--- src/rtl/mac_result_drain.sv ---
// mac_result_drain: reader end of the 2x2 MAC array result interface.
// Captures one result per MAC lane into a result set, buffers complete sets
// in a DEPTH-entry FIFO and streams them out one word per lane, lane 0 first.
// Optional build macro: DRAIN_RELU_EN applies a signed ReLU to streamed words
// only (FIFO contents stay raw).
//
// Stream handshake: a word transfers on a rising edge where m_valid and
// m_ready are both high; once m_valid is high it stays high, and m_data,
// m_idx and m_last stay unchanged, until that transfer happens.
module mac_result_drain #(
    parameter int ACC_W  = 16,
    parameter int N_MACS = 4,
    parameter int DEPTH  = 4
) (
    input  logic              clk,
    input  logic              rst,
    input  logic [ACC_W-1:0]  acc_in_0,
    input  logic [ACC_W-1:0]  acc_in_1,
    input  logic [ACC_W-1:0]  acc_in_2,
    input  logic [ACC_W-1:0]  acc_in_3,
    input  logic [N_MACS-1:0] valid_in,
    output logic [N_MACS-1:0] clear_out,
    output logic              m_valid,
    input  logic              m_ready,
    output logic [ACC_W-1:0]  m_data,
    output logic [1:0]        m_idx,
    output logic              m_last,
    output logic              full,
    output logic              overflow,
    output logic              dbg_state
);

    localparam int AW = $clog2(DEPTH);
    localparam logic [AW:0] ONE_SET = {{AW{1'b0}}, 1'b1};

    typedef enum logic [0:0] {
        IDLE = 1'b0,
        SEND = 1'b1
    } state_t;

    state_t             state, state_n;
    logic [1:0]         idx, idx_n;
    logic [ACC_W-1:0]   acc_arr [N_MACS];
    logic [ACC_W-1:0]   hold [N_MACS];
    logic [ACC_W-1:0]   mem [DEPTH][N_MACS];
    logic [N_MACS-1:0]  mask;
    logic [AW:0]        wr_ptr, rd_ptr, rd_nxt, used;
    logic               empty, set_done, push, pop, more;
    logic               load;
    logic [ACC_W-1:0]   load_word;

    assign acc_arr[0] = acc_in_0;
    assign acc_arr[1] = acc_in_1;
    assign acc_arr[2] = acc_in_2;
    assign acc_arr[3] = acc_in_3;

    // Streamed word shaping; the FIFO always keeps the raw value.
    function automatic logic [ACC_W-1:0] shape(input logic [ACC_W-1:0] w);
`ifdef DRAIN_RELU_EN
        return w[ACC_W-1] ? '0 : w;
`else
        return w;
`endif
    endfunction

    // Occupancy from wrap-bit pointers; a held set may push into the slot
    // freed by a pop on the same edge.
    assign used      = wr_ptr - rd_ptr;
    assign rd_nxt    = rd_ptr + ONE_SET;
    assign empty     = (wr_ptr == rd_ptr);
    assign full      = (wr_ptr[AW] != rd_ptr[AW]) && (wr_ptr[AW-1:0] == rd_ptr[AW-1:0]);
    assign set_done  = &mask;
    assign pop       = (state == SEND) && m_ready && (idx == 2'd3);
    assign push      = set_done && (!full || pop);
    assign more      = (used > ONE_SET) || push;
    assign clear_out = {N_MACS{push}};
    assign m_valid   = (state == SEND);
    assign dbg_state = (state == SEND);

    // Lane capture: first value per lane wins until the set is pushed;
    // any re-fire before then is lost and flagged.
    always_ff @(posedge clk or negedge rst) begin
        if (!rst) begin
            mask     <= '0;
            overflow <= 1'b0;
            for (int i = 0; i < N_MACS; i++) hold[i] <= '0;
        end else begin
            if (|(valid_in & mask)) overflow <= 1'b1;
            if (push) mask <= '0;
            else      mask <= mask | valid_in;
            for (int i = 0; i < N_MACS; i++) begin
                if (valid_in[i] && !mask[i]) hold[i] <= acc_arr[i];
            end
        end
    end

    // FIFO pointers.
    always_ff @(posedge clk or negedge rst) begin
        if (!rst) begin
            wr_ptr <= '0;
            rd_ptr <= '0;
        end else begin
            if (push) wr_ptr <= wr_ptr + ONE_SET;
            if (pop)  rd_ptr <= rd_nxt;
        end
    end

    // FIFO storage; contents are meaningless while the pointers say empty.
    always_ff @(posedge clk) begin
        if (push) begin
            for (int i = 0; i < N_MACS; i++) mem[wr_ptr[AW-1:0]][i] <= hold[i];
        end
    end

    // Output FSM next state and word selection. When the next set is being
    // pushed on the same edge as the pop, its lane 0 comes straight from hold.
    always_comb begin
        state_n   = state;
        idx_n     = idx;
        load      = 1'b0;
        load_word = '0;
        case (state)
            IDLE: begin
                if (!empty) begin
                    state_n   = SEND;
                    idx_n     = 2'd0;
                    load      = 1'b1;
                    load_word = mem[rd_ptr[AW-1:0]][0];
                end
            end
            SEND: begin
                if (m_ready) begin
                    if (idx != 2'd3) begin
                        idx_n     = idx + 2'd1;
                        load      = 1'b1;
                        load_word = mem[rd_ptr[AW-1:0]][idx_n];
                    end else if (more) begin
                        idx_n     = 2'd0;
                        load      = 1'b1;
                        load_word = (used > ONE_SET) ? mem[rd_nxt[AW-1:0]][0] : hold[0];
                    end else begin
                        state_n = IDLE;
                        idx_n   = 2'd0;
                    end
                end
            end
            default: state_n = IDLE;
        endcase
    end

    // FSM state and registered stream word.
    always_ff @(posedge clk or negedge rst) begin
        if (!rst) begin
            state  <= IDLE;
            idx    <= 2'd0;
            m_data <= '0;
            m_idx  <= 2'd0;
            m_last <= 1'b0;
        end else begin
            state <= state_n;
            idx   <= idx_n;
            if (load) begin
                m_data <= shape(load_word);
                m_idx  <= idx_n;
                m_last <= (idx_n == 2'd3);
            end
        end
    end

endmodule

--- config.mk ---
export PLATFORM = sky130hd
export DESIGN_NAME = mac_result_drain
export DESIGN_NICKNAME = d
export VERILOG_FILES = /design/src/rtl/mac_result_drain.sv
export SDC_FILE = /design/constraint.sdc
export NUM_CORES = 1
export LEC_CHECK = 0
export CAP_MARGIN = 20
export CELL_PAD_IN_SITES_DETAIL_PLACEMENT = 1
export CELL_PAD_IN_SITES_GLOBAL_PLACEMENT = 2
export CORE_MARGIN = 2
export CORE_UTILIZATION = 41
export DETAILED_ROUTE_END_ITERATION = 6
export PLACE_DENSITY_LB_ADDON = 0.1
export RECOVER_POWER = 25
export SLEW_MARGIN = 20
export SYNTH_ARGS = -nofsm -noshare
export SYNTH_HDL_FRONTEND = slang
export SYNTH_SLANG_ARGS = --single-unit
export TNS_END_PERCENT = 10
--- constraint.sdc ---
create_clock -name clk -period 4.2 [get_ports clk]
set_input_delay 0.42 -clock clk [delete_from_list [all_inputs] [get_ports clk]]
set_output_delay 0.42 -clock clk [all_outputs]
set_load 0.01 [all_outputs]
Word-level counts from Yosys, hierarchy flattened
Memory sizes are Yosys's and may differ from the RTL's. Index checks and enable logic that the tools add are counted.

Bits in registers: 97. Latch bits: 0. Bits in writable memories: 256. ROM bits: 0. Output and inout port bits: 27. Word-level logic and storage cells: 70. Memories kept: 1.

Add/sub/neg operators: 4. $mul: 0. Divide/modulo/power cells: 0. $lt $le $gt $ge: 2. Equality and inequality tests: 6. Shift-type cells: 0. Multiplexer cells: 23. Bitwise gates (word level): 4. Reduce and logical (&&, ||, !) cells: 17.

Memories: mem (words 4, bits a word 64, read ports 2, clocked after memory_dff 0, write ports 1, line 45) `logic [ACC_W-1:0] mem [DEPTH][N_MACS];`.

Operators by type and width (count): $mux 16 (7); $bmux 16 s2 (1); $pmux 16 s2 (1); $logic_and 1x1->1 (8); $mux 1 (7); $add 3x1->3 const B (2); $mux 2 (3); $logic_not 1->1 (5); $and 4x4->4 (1); $eq 2x2->1 const B (2); $mux 4 (1); $or 4x4->4 (1); $pmux 1 s2 (2); $pmux 2 s2 (1); $reduce_and 4->1 (1); $reduce_or 4->1 (1); $eq 3x3->1 (1); $ge 3x3->1 const B (1); $gt 3x1->1 const B (1); $not 2->3 (1); $sub 3x3->3 (1); $add 2x1->2 const B (1); $eq 2x2->1 (1); $logic_or 1x1->1 (2); other kinds (3) (3).

Longest topological paths before layout
Gate-level depths: netlist of run 1.

Word-level depth: 10. Mapped depth: 10. Gate-level depth less buffers: 7.

Worst setup path after synthesis of run 1
Ideal clock, no wire load.

Path type: reg-to-reg. From: reg rd_ptr[1]. To: mem mem[0][0] (netlist name) (enable). Data arrival time: 3.711 ns. Required time: 3.771 ns. Slack: 0.060 ns. Cell stages (with the launch flop): 9. Period minus slack after synthesis: 4.140 ns. Path through: dfrtp_1 > clkbuf_1 > clkbuf_1 > inv_1 > ha_1 > and2_0 > a31oi_1 > clkbuf_1 > and2_1.

Longest elaborated chain between the ends: 7.

Ends and longest elaborated chain: from (decl) (line 47) `logic [AW:0] wr_ptr, rd_ptr, rd_nxt, used;`; from (signal assigned) (line 104) `if (pop) rd_ptr <= rd_nxt;`; $eq 2x2->1 (line 71) `assign full = (wr_ptr[AW] != rd_ptr[AW]) && (wr_ptr[AW-1:0] == rd_ptr[AW-1:0]);`; $logic_and 1x1->1 (line 71); $logic_not 1->1 (line 74) `assign push = set_done && (!full || pop);`; $logic_or 1x1->1 (line 74); $logic_and 1x1->1 (line 74); named net push (line 48) `logic empty, set_done, push, pop, more;`; $mux 1 (line 110) `if (push) begin`; $mux 1 (not written as such) (line 111) `for (int i = 0; i < N_MACS; i++) mem[wr_ptr[AW-1:0]][i] <= hold[i];`; to (decl) (line 45).

The timed path passes the listed nets, and every way through them passes these cells.

Worst setup path after layout of run 1
From: reg rd_ptr[1]. To: out clear_out[2].

Longest elaborated chain between the ends: 5.

Ends and longest elaborated chain: $eq 2x2->1 (line 71); $logic_and 1x1->1 (line 71); $logic_not 1->1 (line 74); $logic_or 1x1->1 (line 74); $logic_and 1x1->1 (line 74); to (decl) (line 22) `output logic [N_MACS-1:0] clear_out,`.

Every way passes these cells.

==> flow_summary.yaml, run 1 <==
route:
  drc: 0
  drt-vias-per-instance: 5.61
  wl_mm: 33.8
  drtIter0Drc: 556
  ant_nets: 0
  num_vias: 7364
  detail_route.wl_per_cell_um: 25.8
  drt_first_pass_iters: 4
logic_synthesis:
  synth_area_um2: 14200
  synth_seq_cells: 353
  synth_seq_area_share_pct: 71.2
  ys_top_cells_by_count: "edfxtp_1, dfrtp_1, mux4_2, mux2_2, a22oi_1"
  yosys.area.top_type: "edfxtp_1"
  syn_nets: 799
  async_flop_share_pct: 27.5
  synth_top_family_by_area: "multiplexers"
  synth_edf_count: 256
  netlist_instances: 719
  synth-compound-area-share_pct: 6.07
  yosysTopAreaCellShare_pct: 54.1
  synth.avg_cell_area_um2: 19.8
  synth_xor_area_share_pct: 0.546
  synthAdderAreaFrac_pct: 0.846
  synth-simple-area-share_pct: 1.55
  yosysUniqueCellTypes: 42
  netlist_top_cells_area: "edfxtp_1, dfrtp_1, mux4_2"
  synth-main-ff-cell: "edfxtp_1"
  yosysWarningCount: 0
  synth.most_common_cell: "edfxtp_1"
  synth_mux_area_share_pct: 17.9
timing:
  fin_crit_ps: 3430
  skew_ps: 12.5
  relSlewSlack_pct: 25.2
  drv_slew: 0
  fin_setup_tns_ps: 0
  hold_ws_ps: 481
  hold_violations: 0
  fmax_mhz: 291
  worst_slew_pin_slew_ps: 1120
  fin_crit_sh_pct: 81.8
  finalSetupViolCount: 0
  rsz0062_at_grt: "no"
cells_and_area:
  final_core_util_pct: 49.4
  nets: 906
  drive_above_1_share_pct: 26.9
  syn_to_final_growth_pct: 19.3
  diodes: 0
  fillers: 3130
worst_setup_path:
  cp_top_family: "buffers and inverters"
  crit_cells: 7
  reg2reg_slack_ps: 1000
  path_cells: "buf_4 -> inv_1 -> ha_1 -> and2_0 -> a31oi_1 -> buf_4 -> clkdlybuf4s50_1"
  rr_startpoint: "rd_ptr[0]"
  cp.arrival_ps: 3010
  worst-path-max-fanout: 34
  rr_endpoint: "m_data[9]"
  endpoint: "clear_out[2]"
  cp_data_required_time_ps: 3780
  startpoint: "rd_ptr[1]"
  critical_path_class: "flip-flop to primary output"
  cp_slowest_cell: "clkdlybuf4s50_1"
  cp_num_buf_inv: 4
  slowest_delay_ps: 560
  crit_path_frequent_cell: "buf_4"
  r2r_cells: 6
  cp-end-kind: "primary output"
  start_kind: "flip-flop"
job:
  max_cap_viol_count: 0
pwr:
  vdd_drop_max_uv: 408
  clockPowerShare_pct: 23.4
  leakage_uw: 0.00600
  p_per_area_nw_per_um2: 802
  power_frac_comb_pct: 33.4
  power.switching_uw: 4550
  seqPwrFrac_pct: 43.2
  switching_share_pct: 33.5
  intPower_uw: 9040
die:
  die_h_um: 190
  die_x_um: 190
  placementRows: 68
  start_util_pct: 41.4
  die_area_um2: 36200
  core_area_um2: 34300
  io_pins: 98
run_status:
  status: "completed"
placement:
  place.gp.congestion: 0.744
  hpwlAfterDp_mm: 19.5
  port_buffers: 97
clocking:
  clk_latency_ps: 530
  cts-root-buf: "clkbuf_16"
  hold_buffers: 0
  cts.repair.resized: 0
  cts.sinks: 353
  cts_buffer_depth: 3
  clkTransAtPathRegs_ps: 60
  cts_tree: "done"
  postCtsSetupBuffers: 0
  numCtsBuffers: 40
  htreeDepth: 2
grt:
  grt_pass1_vias: 8332
  grt_use_total_pct: 19.6
  antenna_found_initial: 0
  grt_overflow_total: 0
  grt_max_degree: 71
  grt_pass1_wl_mm: 52.3
worst_hold_path:
  hold_class: "flip-flop to flip-flop"
[metrics by stage]
stage	area, µm²	worst slack, ps	cells	total power (µW)
2_1_floorplan	14200	60.1	719	8720
3_3_place_gp	15700	986	1237	10300
3_5_place_dp	15700	903	1238	10600
4_1_cts	16900	721	1312	13800
5_1_grt	17000	593	1313	14400
6_report	17000	766	1313	13600
[worst min path at each step]
stage / startpoint / end / slack (ps) / depth (start not counted)
after global placement: overflow / overflow / 450 / 2
after CTS: rst / hold[0] / 120 / 1
final: overflow / overflow / 480 / 2
after floorplan: rst / dbg_state / 120 / 0
after detailed placement: overflow / overflow / 460 / 2
after global routing: acc_in_3[9] / hold[9] / 490 / 2
[per-layer routing]
metal | global-route usage (%) | vias up | routed length [µm]
met5 | 0 | - | 0
met4 | 5.52 | 0 | 799
met3 | 3.08 | 58 | 1560
met2 | 33.9 | 186 | 17300
met1 | 25.7 | 3948 | 14200
li1 | - | 3172 | -
[cell families (layout without fill, tap and decap cells)]
logic type,after synthesis,after routing
flip-flops,353,353
AND/OR/NAND/NOR,39,39
multiplexers,146,146
XOR/XNOR,7,7
buffers and inverters,57,196
AO/OA/AOI/OAI,108,108
adder cells (fa/ha/maj),9,9
[power groups by stage]
stage | clock network (µW) | registers [µW] | logic (µW)
6_report | 3180 | 5880 | 4540
5_1_grt | 3400 | 6040 | 4920
4_1_cts | 3260 | 5910 | 4640
3_5_place_dp | 0 | 5970 | 4630
3_3_place_gp | 0 | 5850 | 4490
2_1_floorplan | 0 | 5660 | 3060
[area by class of cell]
| cell class | instances | area, µm² | share of cell area, % |
|---|---|---|---|
| multi-input combinational | 309 | 3850 | 22.7 |
| timing repair buffer | 116 | 1180 | 6.98 |
| clock buffer | 56 | 1080 | 6.38 |
| tap | 455 | 569 | 3.36 |
| inverter | 6 | 22.5 | 0.133 |
| sequential | 353 | 10100 | 59.7 |
| clock inverter | 18 | 121 | 0.716 |
[sequential cells by signal, indices dropped and copies added (netlist names)]
| name | cells |
|---|---|
| dbg_state | 1 |
| hold | 64 |
| idx | 2 |
| m_data | 16 |
| m_idx | 2 |
| m_last | 1 |
| mask | 4 |
| mem | 256 |
| overflow | 1 |
| rd_ptr | 3 |
| wr_ptr | 3 |
[worst min-delay path: stages, from the launching register on]
cell and delay, ps:
dfrtp_1 350, a21oi_1 40, nand2_1 60
[cells in the final DEF, fill, tap and decap left out, types with 2 or more instances in the layout]
cell type          n
clkinv_2           7
and2_1             2
clkdlybuf4s50_1   96
nor2b_4            2
buf_4             12
nor2b_2            2
a22oi_1           33
ha_1               8
o21ai_0            2
nor2_1             8
clkbuf_1          14
clkbuf_16         40
inv_1              5
o31ai_1            2
o211a_1           16
mux2_2            65
a211o_1           16
and2_2             4
edfxtp_1         256
buf_12             5
clkinv_1           7
xnor2_1            4
buf_6              2
clkinv_8           3
xor2_1             2
mux4_2            80
dfrtp_1           95
nor2b_1            3
nand2_1            7
a21oi_1           19
clkbuf_8           2
a221o_1           16
Note: power is estimated with default switching activity, not from simulation.
==> run 2, diff against run 1 <==
- CORE_UTILIZATION: 41 -> 45
- clock period: 4.2 -> 3.5 ns (I/O delays scaled with it)
==> run 2 against run 1 <==
Routed wire length shrank 3.4%. Core utilization grew 4.6 points. Flip-flop and latch count is the same. Cell count shrank 3.6%. Critical path depth shrank 1. Critical endpoint unchanged. Total power grew 20%. Register-to-register slack lost 360 ps. Critical path type unchanged. Sequential share of layout area grew 0.097 points.
==> flow_summary.yaml, run 2 (same netlist as run 1, synthesis figures left out) <==
pwr:
  power.switching_uw: 5360
  seqPwrFrac_pct: 43.2
  switching_share_pct: 32.9
  finalPower_uw: 16300
  clockPowerShare_pct: 23.6
  power_frac_comb_pct: 33.3
  intPower_uw: 11000
  leakage_uw: 0.00604
  vdd_drop_max_uv: 424
  p_per_area_nw_per_um2: 964
cells_and_area:
  nets: 913
  syn_to_final_growth_pct: 19.1
  final_cell_mix: "edfxtp_1, clkdlybuf4s50_1, dfrtp_1"
  diodes: 0
  fillers: 2788
  drive_above_1_share_pct: 27.8
  largest_reg_flops: 256
  layout_commonest_cell: "edfxtp_1"
  fin_area_um2: 16900
clocking:
  hold_buffers: 1
  cts_tree: "done"
  cts-root-buf: "clkbuf_16"
  clk_latency_ps: 530
  clkTransAtPathRegs_ps: 60
  htreeDepth: 2
  cts.sinks: 353
  numCtsBuffers: 39
  cts_buffer_depth: 3
  postCtsSetupBuffers: 0
  cts.repair.resized: 0
die:
  io_pins: 98
  die_area_um2: 33000
  placementRows: 65
  die_x_um: 182
  core_area_um2: 31300
  die_h_um: 182
  start_util_pct: 45.4
worst_setup_path:
  start_kind: "flip-flop"
  rr_startpoint: "wr_ptr[0]"
  critical_path_class: "flip-flop to primary output"
  cp.arrival_ps: 2950
  startpoint: "wr_ptr[0]"
  worst-path-max-fanout: 8
  cp-end-kind: "primary output"
  cp_data_required_time_ps: 3150
placement:
  place.gp.congestion: 0.775
  hpwlAfterDp_mm: 20.0
  port_buffers: 97
  placed_cell_area_um2: 15700
  pre_cts_ws_ps: 592
timing:
  drv_slew: 0
  fin_crit_sh_pct: 94.2
  hold_violations: 0
  relSlewSlack_pct: 33.2
  finalSetupViolCount: 0
  worst_slew_pin_slew_ps: 997
  rsz0062_at_grt: "no"
  fin_ws_ps: 201
  fmax_mhz: 303
  skew_ps: 29.5
  fin_setup_tns_ps: 0
  fin_crit_ps: 3300
grt:
  grt_overflow_total: 0
  grt_pass1_vias: 8153
  grt_max_degree: 51
  grt_use_total_pct: 20.6
  antenna_found_initial: 0
  grt_pass1_wl_mm: 50.4
route:
  num_vias: 7387
  drt-vias-per-instance: 5.83
  detail_route.wl_per_cell_um: 25.8
  drtIter0Drc: 537
  wl_mm: 32.7
  ant_nets: 0
  drt_first_pass_iters: 4
  drc: 0
run_status:
  status: "completed"
worst_hold_path:
  hold_path.startpoint: "acc_in_3[12]"
  hold_class: "primary input to flip-flop"
job:
  max_cap_viol_count: 0
## run 2: cell types whose count changed in the layout (fill, tap and decap cells not counted), sizes merged
cell | previous run | this run
buf | 19 | 27
clkinvlp | 0 | 1
clkbuf | 56 | 57
clkinv | 17 | 12
bufinv | 0 | 1
## run 2: final cells by class
| class | count | area, µm² | share of cell area, % |
|---|---|---|---|
| sequential | 353 | 10100 | 59.8 |
| multi-input combinational | 309 | 3840 | 22.7 |
| timing repair buffer | 124 | 1230 | 7.25 |
| clock buffer | 57 | 1090 | 6.47 |
| tap | 402 | 503 | 2.97 |
| clock inverter | 15 | 113 | 0.665 |
| inverter | 6 | 22.5 | 0.133 |
## run 2: path summary, 6_finish.rpt
| check | endpoint | slack, ps | depth (start not counted) |
|---|---|---|---|
| hold reg to reg | m_idx[1] | 490 | 1 |
| hold / removal | hold[12] | 430 | 2 |
| min in group asynchronous | hold[32] | 440 | 2 |
| setup / recovery | clear_out[2] | 200 | 6 |
| max in group asynchronous | m_data[9] | 2300 | 3 |
| setup reg to reg | m_data[13] | 640 | 8 |
## run 2: worst max-delay path: stages, from the launching register on
cell and delay, ps:
dfrtp_1 400, inv_1 150, ha_1 250, and2_0 210
a31oi_1 590, buf_4 270, clkdlybuf4s50_1 540
## run 2: routing by layer
| metal | vias to the layer above | global-route usage, % | share of wire (%) |
|---|---|---|---|
| met5 | - | 0 | 0 |
| met4 | 0 | 6.70 | 2.5 |
| li1 | 3181 | - | - |
| met2 | 201 | 34.3 | 49 |
| met1 | 3958 | 28.5 | 44 |
| met3 | 47 | 2.41 | 3.7 |
## run 2: metrics by stage
stage	hold WS [ps]	utilization, %	cells
2_1_floorplan	54.4	-	719
3_3_place_gp	459	50.1	1192
3_5_place_dp	481	50.2	1193
4_1_cts	413	54.0	1266
5_1_grt	419	54.0	1266
6_report	428	54.0	1266
## run 2: power groups by stage
stage / clock [µW] / sequential [µW] / combinational (µW)
floorplan: 0 / 6790 / 3670
finish: 3840 / 7050 / 5430
global placement: 0 / 7010 / 5360
detailed placement: 0 / 7160 / 5470
global route: 4090 / 7230 / 5840
CTS: 3930 / 7080 / 5510
